$ cat src/rtl/pwm_decoder.sv
// pwm_decoder: single-channel PWM demodulator. Measures high time and period of
// pwm_in in prescaled ticks and reports a RES-bit duty code once per period.
// Optional build macro PWM_DEC_GLITCH_EN adds a 3-clk stability filter after
// the synchroniser (latency 7 clk instead of 4, pulses under 3 clk ignored).
module pwm_decoder #(
  parameter int unsigned RES   = 8,
  parameter int unsigned FCLKM = 16000000,
  parameter int unsigned FS    = 10000,
  parameter int unsigned TOL   = 2
) (
  input  logic           clk,
  input  logic           rst,
  input  logic           pwm_in,
  output logic [RES-1:0] d_out,
  output logic           valid,
  output logic           period_err,
  output logic           timeout
);

  localparam int unsigned NOM_PER = 2 ** RES;
  localparam int unsigned DIV_RAW = FCLKM / (FS * NOM_PER);
  localparam int unsigned DIV_N   = (DIV_RAW > 1) ? DIV_RAW : 1;
  localparam int unsigned PRE_W   = (DIV_N > 1) ? $clog2(DIV_N) : 1;
  localparam int unsigned CNT_W   = RES + 2;

  localparam logic [PRE_W-1:0] PRE_LAST = PRE_W'(DIV_N - 1);
  localparam logic [CNT_W-1:0] NOM_C    = CNT_W'(NOM_PER);
  localparam logic [CNT_W-1:0] DMAX_C   = CNT_W'(NOM_PER - 1);
  localparam logic [CNT_W-1:0] TO_LAST  = CNT_W'(2 * NOM_PER - 1);
  localparam logic [CNT_W-1:0] TOL_C    = CNT_W'(TOL);

  typedef enum logic {ST_SYNC, ST_MEAS} state_t;

  logic             meta;
  logic             sync;
  logic             lvl;
  logic             prev;
  logic             lvl_d;
  logic             rise_q;
  logic [PRE_W-1:0] pre_cnt;
  logic             tick_c;

  state_t           state_q, state_d;
  logic [CNT_W-1:0] per_cnt, per_d;
  logic [CNT_W-1:0] hi_cnt, hi_d;
  logic [CNT_W-1:0] per_dev_c;
  logic [RES-1:0]   d_d;
  logic             valid_d;
  logic             err_d;
  logic             to_d;

  // Two-flop synchroniser for the asynchronous PWM input
  always_ff @(posedge clk) begin
    if (rst) begin
      meta <= 1'b0;
      sync <= 1'b0;
    end else begin
      meta <= pwm_in;
      sync <= meta;
    end
  end

`ifdef PWM_DEC_GLITCH_EN
  logic       filt;
  logic [1:0] stab_cnt;

  // Filtered level follows sync only after it has held a new value for 3 clk
  always_ff @(posedge clk) begin
    if (rst) begin
      filt     <= 1'b0;
      stab_cnt <= 2'd0;
    end else if (sync != filt) begin
      if (stab_cnt == 2'd2) begin
        filt     <= sync;
        stab_cnt <= 2'd0;
      end else begin
        stab_cnt <= stab_cnt + 2'd1;
      end
    end else begin
      stab_cnt <= 2'd0;
    end
  end

  assign lvl = filt;
`else
  assign lvl = sync;
`endif

  // Registered edge detect; lvl_d is the level aligned so the rise clk counts as low
  always_ff @(posedge clk) begin
    if (rst) begin
      prev   <= 1'b0;
      lvl_d  <= 1'b0;
      rise_q <= 1'b0;
    end else begin
      prev   <= lvl;
      lvl_d  <= prev;
      rise_q <= lvl & ~prev;
    end
  end

  // Prescaler: tick pulses once every DIV_N clk (every clk when DIV_N is 1)
  assign tick_c = (pre_cnt == PRE_LAST);

  always_ff @(posedge clk) begin
    if (rst) begin
      pre_cnt <= '0;
    end else if (tick_c) begin
      pre_cnt <= '0;
    end else begin
      pre_cnt <= pre_cnt + 1'b1;
    end
  end

  // Absolute deviation of the measured period from the nominal 2^RES ticks
  always_comb begin
    per_dev_c = '0;
    if (per_cnt >= NOM_C) begin
      per_dev_c = per_cnt - NOM_C;
    end else begin
      per_dev_c = NOM_C - per_cnt;
    end
  end

  // Measurement FSM: next state, counters and result registers
  always_comb begin
    state_d = state_q;
    per_d   = per_cnt;
    hi_d    = hi_cnt;
    d_d     = d_out;
    valid_d = 1'b0;
    err_d   = period_err;
    to_d    = timeout;

    case (state_q)
      ST_SYNC: begin
        if (rise_q) begin
          state_d = ST_MEAS;
          per_d   = '0;
          hi_d    = '0;
        end
      end
      ST_MEAS: begin
        if (rise_q) begin
          d_d     = (hi_cnt > DMAX_C) ? '1 : hi_cnt[RES-1:0];
          err_d   = (per_dev_c > TOL_C);
          to_d    = 1'b0;
          valid_d = 1'b1;
          per_d   = '0;
          hi_d    = '0;
        end else if (tick_c && (per_cnt == TO_LAST)) begin
          d_d     = {RES{lvl_d}};
          err_d   = 1'b0;
          to_d    = 1'b1;
          valid_d = 1'b1;
          per_d   = '0;
          hi_d    = '0;
        end else if (tick_c) begin
          if (per_cnt != '1) begin
            per_d = per_cnt + 1'b1;
          end
          if (lvl_d && (hi_cnt != '1)) begin
            hi_d = hi_cnt + 1'b1;
          end
        end
      end
      default: state_d = ST_SYNC;
    endcase
  end

  // State, counter and output registers
  always_ff @(posedge clk) begin
    if (rst) begin
      state_q    <= ST_SYNC;
      per_cnt    <= '0;
      hi_cnt     <= '0;
      d_out      <= '0;
      valid      <= 1'b0;
      period_err <= 1'b0;
      timeout    <= 1'b0;
    end else begin
      state_q    <= state_d;
      per_cnt    <= per_d;
      hi_cnt     <= hi_d;
      d_out      <= d_d;
      valid      <= valid_d;
      period_err <= err_d;
      timeout    <= to_d;
    end
  end

endmodule

$ cat config.mk
export PLATFORM = sky130hd
export DESIGN_NAME = pwm_decoder
export DESIGN_NICKNAME = d
export VERILOG_FILES = /design/src/rtl/pwm_decoder.sv
export SDC_FILE = /design/constraint.sdc
export NUM_CORES = 1
export LEC_CHECK = 0
export CORE_MARGIN = 1.5
export CORE_UTILIZATION = 27
export DETAILED_ROUTE_END_ITERATION = 8
export PLACE_DENSITY_LB_ADDON = 0.15
export SYNTH_ARGS = -nofsm -noshare
export SYNTH_HDL_FRONTEND = slang
export SYNTH_SLANG_ARGS = --single-unit
$ cat constraint.sdc
create_clock -name clk -period 2.4 [get_ports clk]
set_input_delay 0.48 -clock clk [delete_from_list [all_inputs] [get_ports clk]]
set_output_delay 0.48 -clock clk [all_outputs]
set_load 0.05 [all_outputs]
# Word-level counts from Yosys, hierarchy flattened
# Cells that the tools add are included.
# word_totals
word_cells,63
out_inout_bits,11
in_bits,3
regBits,40
# op_classes
magnitude_cmp,3
n_eq_ne,8
n_mux,23
bitwise,3
n_addsub,5
n_reduce_logical,8
# ops
op,count
$mux W10,10
$pmux W10 S2,2
$mux W8,3
$add A10 B1 Y10 const B,2
$ne A10 B10 Y1 const B,2
$eq A10 B9 Y1 const B,1
$ge A10 B9 Y1 const B,1
$gt A10 B2 Y1 const B,1
$gt A10 B8 Y1 const B,1
$sub A10 B9 Y10 const B,1
$sub A9 B10 Y10 const A,1
$mux W1,8
$ne A4 B2 Y1 const B,2
$reduce_and A3 Y1,2
$ne A4 B3 Y1 const B,1
$reduce_or A2 Y1,2
$add A3 B1 Y3 const B,1
$eq A3 B3 Y1 const B,1
$logic_and A1 B1 Y1,2
$ne A2 B2 Y1 const B,1
$not A1 Y1,2
$reduce_and A2 Y1,1
$reduce_bool A2 Y1,1
$and A1 B1 Y1,1

# Logic depth before layout (Yosys ltp)
# depth
depth_word,7
mapped_depth,7
ltp_nobuf,6

# Worst setup path after synthesis
# OpenSTA, ideal clock, no wires.
# synth_timing
kind,reg2reg
from,register per_cnt[1]
to,register per_cnt[8]
setup_ns,0.072
path_stages_with_launch,8
synth_period_minus_slack_ns,1.740
slack_ns,0.660
path_buffers,2
t_required_ns,2.328
arrival_time_ns,1.668
path_cell_list,dfxtp_1 -> ha_1 -> and4_4 -> buf_6 -> a41o_1 -> buf_6 -> or3_1 -> a21oi_1
# synth_via
elab_chain_cells,6
word_cells_on_any_way,12
classes_between,1 x add/sub; 4 x eq/ne; 5 x mux; 2 x reduce/logical
# synth_rtl
item,line_no,text
from (decl),44,"logic [CNT_W-1:0] per_cnt, per_d;"
from (signal assigned),183,per_cnt <= per_d;
$add A10 B1 Y10,160,per_d = per_cnt + 1'b1;
$mux W10,159,if (per_cnt != '1) begin
$mux W10,158,end else if (tick_c) begin
$mux W10,151,end else if (tick_c && (per_cnt == TO_LAST)) begin
$mux W10,144,if (rise_q) begin
$pmux W10 S2,135,case (state_q)
# Several ways; a longest one is shown, not always the timed one. The select of a mux whose other input is x is not followed.
# A chain may end at the register's enable or synchronous reset.

# Worst setup path in the final report
# layout_timing
from,register period_err
to,output port period_err
# layout_rtl
item,line_no,text
from (decl),16,"output logic period_err,"
from (signal assigned),187,period_err <= err_d;
# No word-level cell between the ends.

==> impl_metrics.py <==
metrics = {
    "outcome": {
        "outcome": "finished, final reports clean",
    },
    "place": {
        "dp_hpwl_mm": 3.28,
        "place.gp.congestion": 0.806,
        "place_ws_ps": 385,
        "port_buffers": 13,
        "placed_cells": 323,
    },
    "grt": {
        "track_usage": 0.131,
        "grt_pass1_wl_mm": 7.81,
        "overflow": 0,
        "first_global_vias": 1573,
        "grt_max_degree": 19,
        "antenna_found_initial": 0,
    },
    "timing": {
        "finalCriticalPeriod_ps": 1980,
        "setup_ws_ps": 424,
        "hold_viol": 0,
        "skew_ps": 6.03,
        "setup_violations": 0,
        "relSlewSlack": 0.623,
        "worstMarginPinSlew_ps": 564,
        "fin_crit_sh": 0.823,
        "fmax_mhz": 506,
        "rsz0062_at_grt": "no",
        "fin_tns_setup_ps": 0,
        "drv_slew": 0,
    },
    "synth": {
        "syn_inst": 226,
        "ys_types": 44,
        "async_flop_share": 0,
        "syn_nets": 234,
        "synth.most_common_cell": "dfxtp_1",
        "yosysTopAreaCellShare": 0.409,
        "syn_area_sq_um": 1960,
        "synthTopCellsByArea": "dfxtp_1 (41%), nand3_1 (5.4%), a21oi_1 (4.4%)",
        "avgSynthCellArea_sq_um": 8.65,
        "yosysWarnings": 0,
        "synth-seq-area-share": 0.409,
        "synth_edf_count": 0,
        "synth-main-ff-cell": "dfxtp_1",
        "netlist_top_cells_count": "dfxtp_1 (40), nand3_1 (21), a21oi_1 (17)",
        "yosysTopAreaCell": "dfxtp_1",
        "synth-seq-cells": 40,
    },
    "routing": {
        "drtAntennaViolNets": 0,
        "post-route-drc-count": 0,
        "dr.pass1.iters": 4,
        "wire_per_inst_um": 14.1,
        "viasPerCell": 5.07,
        "wirelength_mm": 4.67,
        "drt_iter0_markers": 113,
        "vias": 1678,
    },
    "pwr": {
        "finalPower_mw": 1.29,
        "power.density_nw_per_um2": 571,
        "vdd_ir_drop_max_mv": 0.207,
        "power_leakage_nw": 0.717,
    },
    "setup_path": {
        "worstPathRequired_ps": 1920,
        "worst-path-buf-inv": 1,
        "worstSetupStartpointType": "flip-flop",
        "r2r-start": "per_cnt[1]",
        "critPathTopFamily": "buffers and inverters",
        "r2r-end": "per_cnt[6]",
        "path_max_fanout": 2,
        "critPathKind": "flip-flop to output port",
        "slowest_delay_ps": 820,
        "end_kind": "output port",
        "crit_chain": "clkdlybuf4s50_1",
        "rr_worst_depth": 5,
        "cp.arrival_ps": 1500,
        "cp_slowest_cell": "clkdlybuf4s50_1",
        "reg2reg_slack_ps": 460,
    },
    "final_layout": {
        "area_growth_pct": 15.4,
        "antennaDiodeCount": 0,
        "seq_area_sq_um": 801,
        "n_fill_cell": 752,
        "fin_nets": 242,
        "drive_above_1_share": 0.0723,
        "fin_cells": 331,
        "fin_util": 0.327,
        "multi_input_area_sq_um": 997,
    },
    "clock_network": {
        "hold_buffers": 0,
        "clk_path_buf_depth": 2,
        "clk_pin_slew_worst_paths_ps": 80,
        "tritoncts": "yes",
        "ctsHtreeMaxLevel": 2,
        "cts.sinks": 40,
        "clock_latency_ps": 300,
        "cts_setup_buffers": 0,
        "root_buffer": "clkbuf_8",
        "cts_buffers": 5,
        "cts_resized": 0,
    },
    "floorplanning": {
        "start_util": 0.283,
        "core-area_sq_um": 6910,
        "row_count": 30,
        "die_h_um": 88.1,
        "dieArea_sq_um": 7760,
        "die_x_um": 88.1,
        "io_pins": 14,
    },
    "hold_path": {
        "hold_end": "rise_q",
        "hold_start": "prev",
        "hold_depth": 1,
        "hp-class": "flip-flop to flip-flop",
    },
    "flow_run": {
        "drv_cap": 0,
    },
}
[registers in the layout (all words and copies together) (netlist names)]
signal / flops
period_err: 1
hi_cnt: 10
per_cnt: 10
lvl: 1
rise_q: 1
meta: 1
valid: 1
timeout: 1
prev: 1
lvl_d: 1
pre_cnt: 3
d_out: 8
state_q: 1
[worst max-delay path by stage]
stage                from    endpoint  slack, ps  depth (start not counted)
2_1_floorplan  per_cnt[1]  per_cnt[8]        660                          7
3_3_place_gp          rst   hi_cnt[0]        440                          5
3_5_place_dp          rst   hi_cnt[1]        390                          5
4_1_cts        period_err  period_err        420                          1
5_1_grt        per_cnt[3]  per_cnt[3]        320                          4
6_report       period_err  period_err        420                          1
[through the flow]
stage                     hold WS [ps]  cell area [sq um]
final                              403               2260
after global routing               415               2260
after CTS                          406               2260
after detailed placement           395               2150
after global placement             393               2150
after floorplan                    384               1960
[cells by family (layout without fill, tap and decap cells)]
kind of cell,count (synthesis),after routing,share of synthesized area
muxes,3,3,0.0154
adders and majority gates,5,5,0.0320
buffers and inverters,33,42,0.0806
xor gates and xnor gates,1,1,0.00448
DFF,40,40,0.409
AOI/OAI and AO/OA,62,62,0.221
and+or+nand+nor,82,82,0.237
[power by group]
| group | switching, mW | internal (mW) | leakage (nW) |
|---|---|---|---|
| sequential | 0.00812 | 0.672 | 0.323 |
| clock | 0.245 | 0.309 | 0.0552 |
| combinational | 0.0337 | 0.0213 | 0.339 |
[placed cells by master (no fill, tap or decap), types with 4 or more instances in the layout]
cell and instances:
a21oi_1 17, a32oi_1 7, and2_1 4, and3_1 4, buf_4 6, clkbuf_8 5
clkdlybuf4s50_1 13, dfxtp_1 40, ha_1 5, inv_1 15, nand2_1 10, nand3_1 21
nand4_1 5, nor2_1 9, nor2b_1 5, o21ai_0 6, o221ai_1 8, o22ai_1 7
o31ai_1 4, or3_1 5, or4_1 4
[cell type report]
| cell class | instances | area share |
|---|---|---|
| clock buffer | 6 | 0.0322 |
| clock inverter | 2 | 0.0155 |
| sequential | 40 | 0.355 |
| tap | 96 | 0.0532 |
| timing repair buffer | 19 | 0.0776 |
| multi-input combinational | 153 | 0.442 |
| inverter | 15 | 0.0249 |
[per-layer routing]
| layer | GRT usage | share of wire | vias up |
|---|---|---|---|
| met5 | 0 | 0 | - |
| met4 | 0.0554 | 0.015 | 0 |
| met3 | 0.0292 | 0.031 | 6 |
| met2 | 0.191 | 0.41 | 31 |
| met1 | 0.186 | 0.55 | 773 |
| li1 | - | - | 868 |
Note: power is estimated with default switching activity, not from simulation.
